`config.mk`:
```
export PLATFORM = sky130hd
export DESIGN_NAME = shared_out_arbiter
export DESIGN_NICKNAME = d
export VERILOG_FILES = /design/src/rtl/shared_out_arbiter.sv
export SDC_FILE = /design/constraint.sdc
export NUM_CORES = 1
export LEC_CHECK = 0
export CORE_MARGIN = 10
export CORE_UTILIZATION = 36
export DETAILED_ROUTE_END_ITERATION = 8
export GPL_TIMING_DRIVEN = 0
export HOLD_SLACK_MARGIN = 0.1
export MAX_ROUTING_LAYER = met4
export PLACE_DENSITY = 0.72
export SLEW_MARGIN = 20
export SYNTH_ARGS = -nofsm -noshare
export SYNTH_HDL_FRONTEND = slang
export SYNTH_SLANG_ARGS = --single-unit
```
`constraint.sdc`:
```
create_clock -name clk -period 1.37 [get_ports clk]
set_input_delay 0.137 -clock clk [delete_from_list [all_inputs] [get_ports clk]]
set_output_delay 0.137 -clock clk [all_outputs]
set_load 0.05 [all_outputs]
```
`src/rtl/shared_out_arbiter.sv`:
```
// Round-robin ownership arbiter for one shared output register; only the granted requester may write it.
// Grant 1 cycle after a request is seen in IDLE; an accepted write appears on out (with out_vld) 1 cycle later.
// No backpressure: requests wait at level until granted, non-owner writes/releases are dropped.
// Optional build macro ARB_TIMEOUT_EN: revoke a grant after TIMEOUT owned cycles and pulse timeout_err.
module shared_out_arbiter #(
    parameter int N_REQ   = 4,
    parameter int DW      = 1,
    parameter int TIMEOUT = 15
) (
    input  logic                     clk,
    input  logic                     rst_n,
    input  logic [N_REQ-1:0]         req,
    input  logic [N_REQ-1:0]         rel,
    input  logic [N_REQ-1:0]         wr_en,
    input  logic [N_REQ*DW-1:0]      wdata,
    output logic [N_REQ-1:0]         gnt,
    output logic [$clog2(N_REQ)-1:0] owner,
    output logic [DW-1:0]            out,
    output logic                     out_vld,
    output logic                     timeout_err
);

    localparam int IW = $clog2(N_REQ);

    typedef enum logic {
        S_IDLE  = 1'b0,
        S_OWNED = 1'b1
    } state_t;

    state_t          state;
    logic [IW-1:0]   rr_ptr;
    logic            pick_vld;
    logic [IW-1:0]   pick_idx;
    logic [IW-1:0]   scan_idx;
    logic            own_req;
    logic            own_rel;
    logic            own_wr;
    logic [DW-1:0]   own_dat;
    logic            grant_now;
    logic            write_now;
    logic            rel_now;
    logic            to_now;
    logic            drop;

    // Round-robin search: first active request strictly after the last owner, wrapping.
    always_comb begin
        pick_vld = 1'b0;
        pick_idx = '0;
        scan_idx = '0;
        for (int k = 1; k <= N_REQ; k++) begin
            scan_idx = IW'((int'(rr_ptr) + k) % N_REQ);
            if (!pick_vld && req[scan_idx]) begin
                pick_vld = 1'b1;
                pick_idx = scan_idx;
            end
        end
    end

    // Route the current owner's request, release, write strobe and data.
    always_comb begin
        own_req = 1'b0;
        own_rel = 1'b0;
        own_wr  = 1'b0;
        own_dat = '0;
        for (int i = 0; i < N_REQ; i++) begin
            if (owner == IW'(i)) begin
                own_req = req[i];
                own_rel = rel[i];
                own_wr  = wr_en[i];
                own_dat = wdata[i*DW +: DW];
            end
        end
    end

    assign grant_now = (state == S_IDLE) && pick_vld;
    assign write_now = (state == S_OWNED) && own_wr;
    assign rel_now   = (state == S_OWNED) && (own_rel || !own_req);

`ifdef ARB_TIMEOUT_EN
    localparam int CW = $clog2(TIMEOUT + 1);

    // hold_cnt is the number of owned cycles already completed, so the
    // TIMEOUT-th owned cycle is the one where it reads TIMEOUT-1.
    logic [CW-1:0] hold_cnt;

    // Hold counter: cleared while idle (i.e. on entry to OWNED), counts owned cycles.
    always_ff @(posedge clk or negedge rst_n) begin
        if (!rst_n) begin
            hold_cnt <= '0;
        end else if (state == S_OWNED) begin
            hold_cnt <= hold_cnt + 1'b1;
        end else begin
            hold_cnt <= '0;
        end
    end

    // A release in the expiry cycle wins over the timeout.
    assign to_now = (state == S_OWNED) && !rel_now && (hold_cnt == CW'(TIMEOUT - 1));

    // Timeout error pulse on the edge that revokes the grant.
    always_ff @(posedge clk or negedge rst_n) begin
        if (!rst_n) begin
            timeout_err <= 1'b0;
        end else begin
            timeout_err <= to_now;
        end
    end
`else
    assign to_now      = 1'b0;
    assign timeout_err = 1'b0;
`endif

    assign drop = rel_now || to_now;

    // State: IDLE -> OWNED on a pick, OWNED -> IDLE on release or timeout.
    always_ff @(posedge clk or negedge rst_n) begin
        if (!rst_n) begin
            state <= S_IDLE;
        end else begin
            case (state)
                S_IDLE:  state <= grant_now ? S_OWNED : S_IDLE;
                S_OWNED: state <= drop ? S_IDLE : S_OWNED;
                default: state <= S_IDLE;
            endcase
        end
    end

    // One-hot grant: set on pick, cleared when ownership ends.
    always_ff @(posedge clk or negedge rst_n) begin
        if (!rst_n) begin
            gnt <= '0;
        end else if (grant_now) begin
            gnt <= N_REQ'(1) << pick_idx;
        end else if ((state == S_OWNED) && drop) begin
            gnt <= '0;
        end else begin
            gnt <= gnt;
        end
    end

    // Owner index latched at grant time; left unchanged after release.
    always_ff @(posedge clk or negedge rst_n) begin
        if (!rst_n) begin
            owner <= '0;
        end else if (grant_now) begin
            owner <= pick_idx;
        end else begin
            owner <= owner;
        end
    end

    // Round-robin pointer remembers the last owner so it ranks lowest next time.
    always_ff @(posedge clk or negedge rst_n) begin
        if (!rst_n) begin
            rr_ptr <= IW'(N_REQ - 1);
        end else if ((state == S_OWNED) && drop) begin
            rr_ptr <= owner;
        end else begin
            rr_ptr <= rr_ptr;
        end
    end

    // Shared output register: only the owner's write lands, even on its release cycle.
    always_ff @(posedge clk or negedge rst_n) begin
        if (!rst_n) begin
            out <= '0;
        end else if (write_now) begin
            out <= own_dat;
        end else begin
            out <= out;
        end
    end

    // Write-accepted pulse, aligned with the updated out value.
    always_ff @(posedge clk or negedge rst_n) begin
        if (!rst_n) begin
            out_vld <= 1'b0;
        end else begin
            out_vld <= write_now;
        end
    end

endmodule
```
==> results of run 1 <==
-- area by class of cell --
type | instances | area, sq um
Buffer | 3 | 30.0
Multi-Input combinational cell | 37 | 410
Inverter | 4 | 15.0
Clock buffer | 4 | 26.3
Fill cell | 123 | 452
Sequential cell | 11 | 280
Tap cell | 16 | 20.0
Timing Repair Buffer | 38 | 343
-- metrics by stage --
stage               utilization (%)  cells
floorplan                         -     55
global placement               56.9     96
detailed placement             56.9     96
CTS                            68.7    110
global route                   71.3    113
finish                         71.3    113
-- worst max-delay path: stages, from the launching register on --
cell and delay, ps:
dfrtp_2 380, buf_8 140, mux4_2 500, and2_4 160
mux2_4 290
-- layer usage --
layer | up-vias | part of all wire [%] | global-route usage [%]
met4 | 0 | 1.7 | 5.73
met2 | 15 | 54 | 20.9
met3 | 5 | 5.2 | 3.70
met5 | - | 0 | -
met1 | 292 | 39 | 13.4
li1 | 290 | - | -
-- cells in the final DEF, fill, tap and decap left out, drive strengths merged, types with 3 or more instances in the layout --
master,instances
dlygate4sd2,11
a32o,4
clkbuf,4
nor2,3
mux2,3
inv,4
buf,16
nand2b,3
dfrtp,9
clkdlybuf4s50,13
-- kinds of logic (layout without fill, tap and decap cells) --
logic type / count (synthesis) / count (layout)
simple gates: 16 / 16
compound gates: 15 / 15
flops: 11 / 11
buf+inv: 7 / 49
mux: 5 / 5
other cells: 1 / 1
-- timing repair --
| item | in CTS | in global routing |
|---|---|---|
| hold endpoints to repair | 0 | 0 |
| buffers inserted | 10 | 3 |
| pin swaps | 7 | 4 |
| gates resized for setup | 32 | 4 |
| endpoints found under the setup margin | 18 | 11 |
-- flip-flops by register name, indices dropped and copies added (netlist names) --
signal and count:
rr_ptr 2, state 1, owner 2, out_vld 1, gnt 4, out 1
-- final timing paths --
check / end / slack [ps] / cells past startpoint
setup / recovery: out / -220 / 4
setup reg to reg: out / -220 / 4
max in group asynchronous: owner[1] / 810 / 1
hold / removal: state / 200 / 1
hold reg to reg: out / 510 / 1
min in group clk: out / 510 / 1
-- power groups by stage --
stage / logic [uW] / registers, uW / clock network [uW]
after CTS: 1500 / 661 / 227
final: 1590 / 669 / 221
after floorplan: 555 / 969 / 0
after global routing: 1690 / 696 / 241
after global placement: 1270 / 631 / 0
after detailed placement: 1290 / 638 / 0
==> results by group, run 1 <==
Detailed routing
  • Drt drc: 0
  • Wirelength, routed: 2140 um
  • WL/cell: 18.9 um
  • DR pass1 iterations: 3
  • Routed Antenna Nets: 0
  • Starting DRT DRC Count: 8
  • Via-to-Cell Ratio: 5.33
  • Vias: 602

Pwr
  • Net Sw Power: 1090 uW
  • Logic gate share of total power: 64.2%
  • Clock power share: 8.9%
  • Peak VDD IR: 0.00124 V
  • Cell Pwr Density: 2210 mW/mm^2
  • Pwr Total: 2480 uW
  • Pleak: 0.000530 uW
  • P_int: 1390 uW
  • Sequential share of power: 26.9%
  • Sw frac: 43.9%

Synth
  • Top-count cell post-synth: dfrtp_1
  • Fraction of registers with async set/reset: 100%
  • Unique masters post-synth: 30
  • Proportion of synthesized area in mux cells: 13.8%
  • Mapped Cells: 55
  • Post-synth top cells: 9 x dfrtp_1, 4 x a32o_1, 4 x inv_1
  • Main combinational cell family by area after synthesis: compound AO/OA/AOI/OAI gates
  • Post-synth EDFFs: 0
  • Largest cells by area after synthesis: dfrtp_1 36%, dfstp_2 8.4%, a32o_1 6.4%
  • Synth Register Bits: 11
  • Share of the synthesized area in the top cell type: 36.1%
  • Post-synth top flop: dfrtp_1
  • Largest area contributor in the netlist: dfrtp_1
  • Synth Area in Compound Gates: 19.4%
  • Mapped cell area: 624 sq um
  • Ys Warns: 0
  • Avg Inst Size Synth: 11.4 sq um
  • Mapped Nets: 73
  • Adder-cell share of the synthesized area: 0%
  • Sequential-to-total area share from yosys stat: 44.5%
  • Post-Synth Simple-Gate Area: 15.0%
  • Synth Area in XOR/XNOR: 0%

Clocking
  • Hold buffer count at CTS: 0
  • TritonCTS Buffers: 3
  • Bufs on Longest Clock Path: 2
  • CTS root buffer: clkbuf_4
  • CTS Sinks: 11
  • Clk_lat worst skew: 270 ps
  • CTS tree: done
  • # H-tree levels: 1
  • Reg clk slew, reported paths: 70 ps

Floorplanning
  • Num rows: 14
  • Initial Utilization: 39.6%
  • Die height: 61.6 um
  • I/O pin cnt: 27
  • Die Wd: 61.6 um
  • Core area: 0.00158 sq mm
  • Total die area: 0.00380 sq mm

Cells and area
  • Nets: 116
  • Layout cells sized above 1: 42.3%
  • Design area: 0.00112 sq mm
  • Area Overhead vs Synth: 80.2%
  • # diodes: 0

Timing
  • Setup tns final: -840 ps
  • Period utilization: 116%
  • Worst Slack Setup Final: -215 ps
  • Slew @ Worst Pin: 513 ps
  • Slew HR: 65.9%
  • Tmin final: 1590 ps
  • Fmax: 631 MHz
  • Minimum hold slack: 199 ps
  • RSZ-0062 raised after global routing: yes
  • Final Hold Fails: 0
  • Final Max Tran Viols: 0
  • Skew final: 1.63 ps
  • Final Setup Violations: 8

GRT
  • Largest net degree at the start of global routing: 12
  • Number of global-route vias before repair: 641
  • Global route overflow: 0
  • GR Util All Layers: 12.5%
  • Initial antenna violation count: 0
  • First-pass GRT wire length: 3350 um

Run
  • Max Cap Viol: 0

Setup path
  • Crit Path Max Fanout: 7
  • Critical Path RT: 1530 ps
  • Critical path capture point type: flip-flop
  • Kind of launch point of the worst setup path: flip-flop
  • Critical R2R Launch: owner[0]
  • Worst Setup SP: owner[0]
  • Critical Path AT: 1740 ps
  • Critical path type: flip-flop to flip-flop

Placed design
  • Placed inst area: 897 sq um
  • Final HPWL from detailed placement: 1370 um
  • Placer Congestion: 0.770
  • Post-place setup slack: -522 ps
  • I/O Buffers: 25

Worst hold path
  • Min-Delay Path Class: primary input to asynchronous set/reset pin

Run status
  • Failing checks: negative setup slack
  • Status: finished with violations
Power figures use the tool's default switching activity.
==> inputs of run 2 (changes only) <==
--- a/config.mk
+++ b/config.mk
@@ -5,7 +5,7 @@
 export SDC_FILE = /design/constraint.sdc
 export NUM_CORES = 1
 export LEC_CHECK = 0
-export CORE_MARGIN = 10
+export CORE_MARGIN = 2
 export CORE_UTILIZATION = 36
 export DETAILED_ROUTE_END_ITERATION = 8
 export GPL_TIMING_DRIVEN = 0
==> results by group, run 2 (synthesis results as in run 1) <==
Clocking
  • Hold buffer count at CTS: 0 (unchanged)
  • CTS tree: done (unchanged)
  • Reg clk slew, reported paths: 80 ps (was 70 ps)
  • CTS root buffer: clkbuf_4 (unchanged)
  • CTS Sinks: 11 (unchanged)
  • # H-tree levels: 1 (unchanged)
  • Bufs on Longest Clock Path: 2 (unchanged)
  • Clk_lat worst skew: 280 ps (was 270 ps)
  • TritonCTS Buffers: 3 (unchanged)

Setup path
  • Critical Path AT: 1710 ps (was 1740 ps)
  • Critical path type: flip-flop to flip-flop (unchanged)
  • Critical path cell sequence: buf_6 -> mux4_2 -> and2_4 -> mux2_4 (was buf_8 -> mux4_2 -> and2_4 -> mux2_4)
  • Setup slack, reg-to-reg: -180 ps (was -220 ps)
  • Critical path capture point type: flip-flop (unchanged)
  • Largest stage delay, worst path: 500 ps (about the same)
  • Crit Path Max Fanout: 7 (unchanged)
  • Delay-heaviest family, CP: multiplexers (unchanged)
  • Worst reg2reg path depth: 4 (unchanged)
  • Critical R2R Launch: owner[0] (unchanged)
  • Crit path max-delay cell type: mux4_2 (unchanged)
  • Critical Path RT: 1530 ps (about the same)
  • Kind of launch point of the worst setup path: flip-flop (unchanged)
  • Reg2reg end: out (unchanged)
  • CP Buf/Inv Count: 1 (unchanged)

Run status
  • Failing checks: negative setup slack (unchanged)
  • Status: finished with violations (unchanged)

Detailed routing
  • Wirelength, routed: 1530 um (was 2140 um)
  • Routed Antenna Nets: 0 (unchanged)
  • WL/cell: 13.9 um (was 18.9 um)
  • DR pass1 iterations: 2 (was 3)
  • Via-to-Cell Ratio: 5.35 (was 5.33)
  • Vias: 589 (was 602)
  • Drt drc: 0 (unchanged)
  • Starting DRT DRC Count: 7 (was 8)

Timing
  • Setup tns final: -700 ps (was -840 ps)
  • RSZ-0062 raised after global routing: yes (unchanged)
  • Minimum hold slack: 180 ps (was 199 ps)
  • Period utilization: 113% (was 116%)
  • Final Max Tran Viols: 0 (unchanged)
  • Fmax: 645 MHz (was 631 MHz)
  • Skew final: 7.72 ps (was 1.63 ps)
  • Worst Slack Setup Final: -180 ps (was -215 ps)
  • Tmin final: 1550 ps (was 1590 ps)
  • Final Setup Violations: 7 (was 8)
  • Final Hold Fails: 0 (unchanged)

Cells and area
  • Layout cells sized above 1: 34.4% (was 42.3%)
  • Area Overhead vs Synth: 61.1% (was 80.2%)
  • Fin util: 60.2% (was 71.3%)
  • Biggest register: gnt (unchanged)
  • Non-filler cells, final: 110 (was 113)
  • Largest register FFs: 4 (unchanged)
  • Filler cells: 137 (was 123)
  • Nets: 112 (was 116)
  • Most common cell after layout, fill and taps aside: clkdlybuf4s50_1
  • # diodes: 0 (unchanged)
  • Most frequent cells in the layout: 13 x clkdlybuf4s50_1, 11 x buf_4, 11 x dlygate4sd2_1, 7 x dfrtp_1 (was 13 x buf_4, 13 x clkdlybuf4s50_1, 11 x dlygate4sd2_1, 7 x dfrtp_1)
  • Largest regs: gnt: 4 flops, owner: 2 flops, rr_ptr: 2 flops (unchanged)
  • Design area: 0.00101 sq mm (was 0.00112 sq mm)

Floorplanning
  • Die Wd: 45.6 um (was 61.6 um)
  • Total die area: 0.00208 sq mm (was 0.00380 sq mm)
  • Die height: 45.6 um (was 61.6 um)
  • Num rows: 15 (was 14)
  • Initial Utilization: 37.4% (was 39.6%)
  • I/O pin cnt: 27 (unchanged)
  • Core area: 0.00167 sq mm (was 0.00158 sq mm)

GRT
  • Initial antenna violation count: 0 (unchanged)
  • Global route overflow: 0 (unchanged)
  • First-pass GRT wire length: 2460 um (was 3350 um)
  • GR Util All Layers: 17.2% (was 12.5%)
  • Number of global-route vias before repair: 599 (was 641)
  • Largest net degree at the start of global routing: 12 (unchanged)

Worst hold path
  • Min-Delay Path Class: primary input to asynchronous set/reset pin (unchanged)

Placed design
  • I/O Buffers: 25 (unchanged)
  • DP Cell Count: 97 (was 96)
  • Placer Congestion: 0.827 (was 0.770)
  • Final HPWL from detailed placement: 1050 um (was 1370 um)
  • Placed inst area: 898 sq um (was 897 sq um)

Pwr
  • Peak VDD IR: 0.00146 V (was 0.00124 V)
  • Cell Pwr Density: 2170 mW/mm^2 (was 2210 mW/mm^2)
  • Pleak: 0.000476 uW (was 0.000530 uW)

Run
  • Max Cap Viol: 0 (unchanged)
## run 2: worst max-delay path by stage
stage | startpoint | cells after the start | end
2_1_floorplan | owner[0] | 4 | out
3_3_place_gp | req[1] | 6 | gnt[3]
3_5_place_dp | req[1] | 6 | gnt[2]
4_1_cts | owner[0] | 4 | out
5_1_grt | owner[0] | 4 | out
6_report | owner[0] | 4 | out
## run 2: stage by stage
step,setup slack [ps],total power [uW]
6_report,-180,2180
5_1_grt,-209,2320
4_1_cts,-184,2160
3_5_place_dp,-466,1900
3_3_place_gp,-465,1890
2_1_floorplan,-333,1520
## run 2: report_power, final
group	internal (uW)	leakage, uW	total [uW]	switching [uW]
sequential	504	0.000132	637	133
combinational	594	0.000328	1310	713
clock	113	0.0000150	234	121
total	1210	0.000476	2180	967
## run 2: routing by layer
layer  GRT usage, %  wire length [um]  vias to the layer above
li1               -                 -                      286
met1           18.0               655                      282
met2           30.1               753                       19
met3           5.56                97                        2
met4           5.29                22                        0
met5              -                 0                        -
## run 2: repair_timing
| action | CTS | global route |
|---|---|---|
| endpoints found under the setup margin | 18 | 9 |
| buffers inserted | 8 | 1 |
| pin swaps | 7 | 2 |
| cloned | 0 | 0 |
| resized for setup | 19 | 1 |
## run 2: worst register-to-register path, cell delays in order (launching register included)
cell	delay (ps)
dfrtp_2	360
buf_6	120
mux4_2	500
and2_4	160
mux2_4	290
## run 2: cell type report
class	count	area [sq um]	area share [%]
flip-flops and latches	11	280	27.9
inverters	4	15.0	1.49
well taps	17	21.3	2.11
multi-input cells	37	332	33.0
plain buffers	3	26.3	2.61
repair buffers	34	305	30.3
clock buffers	4	26.3	2.61
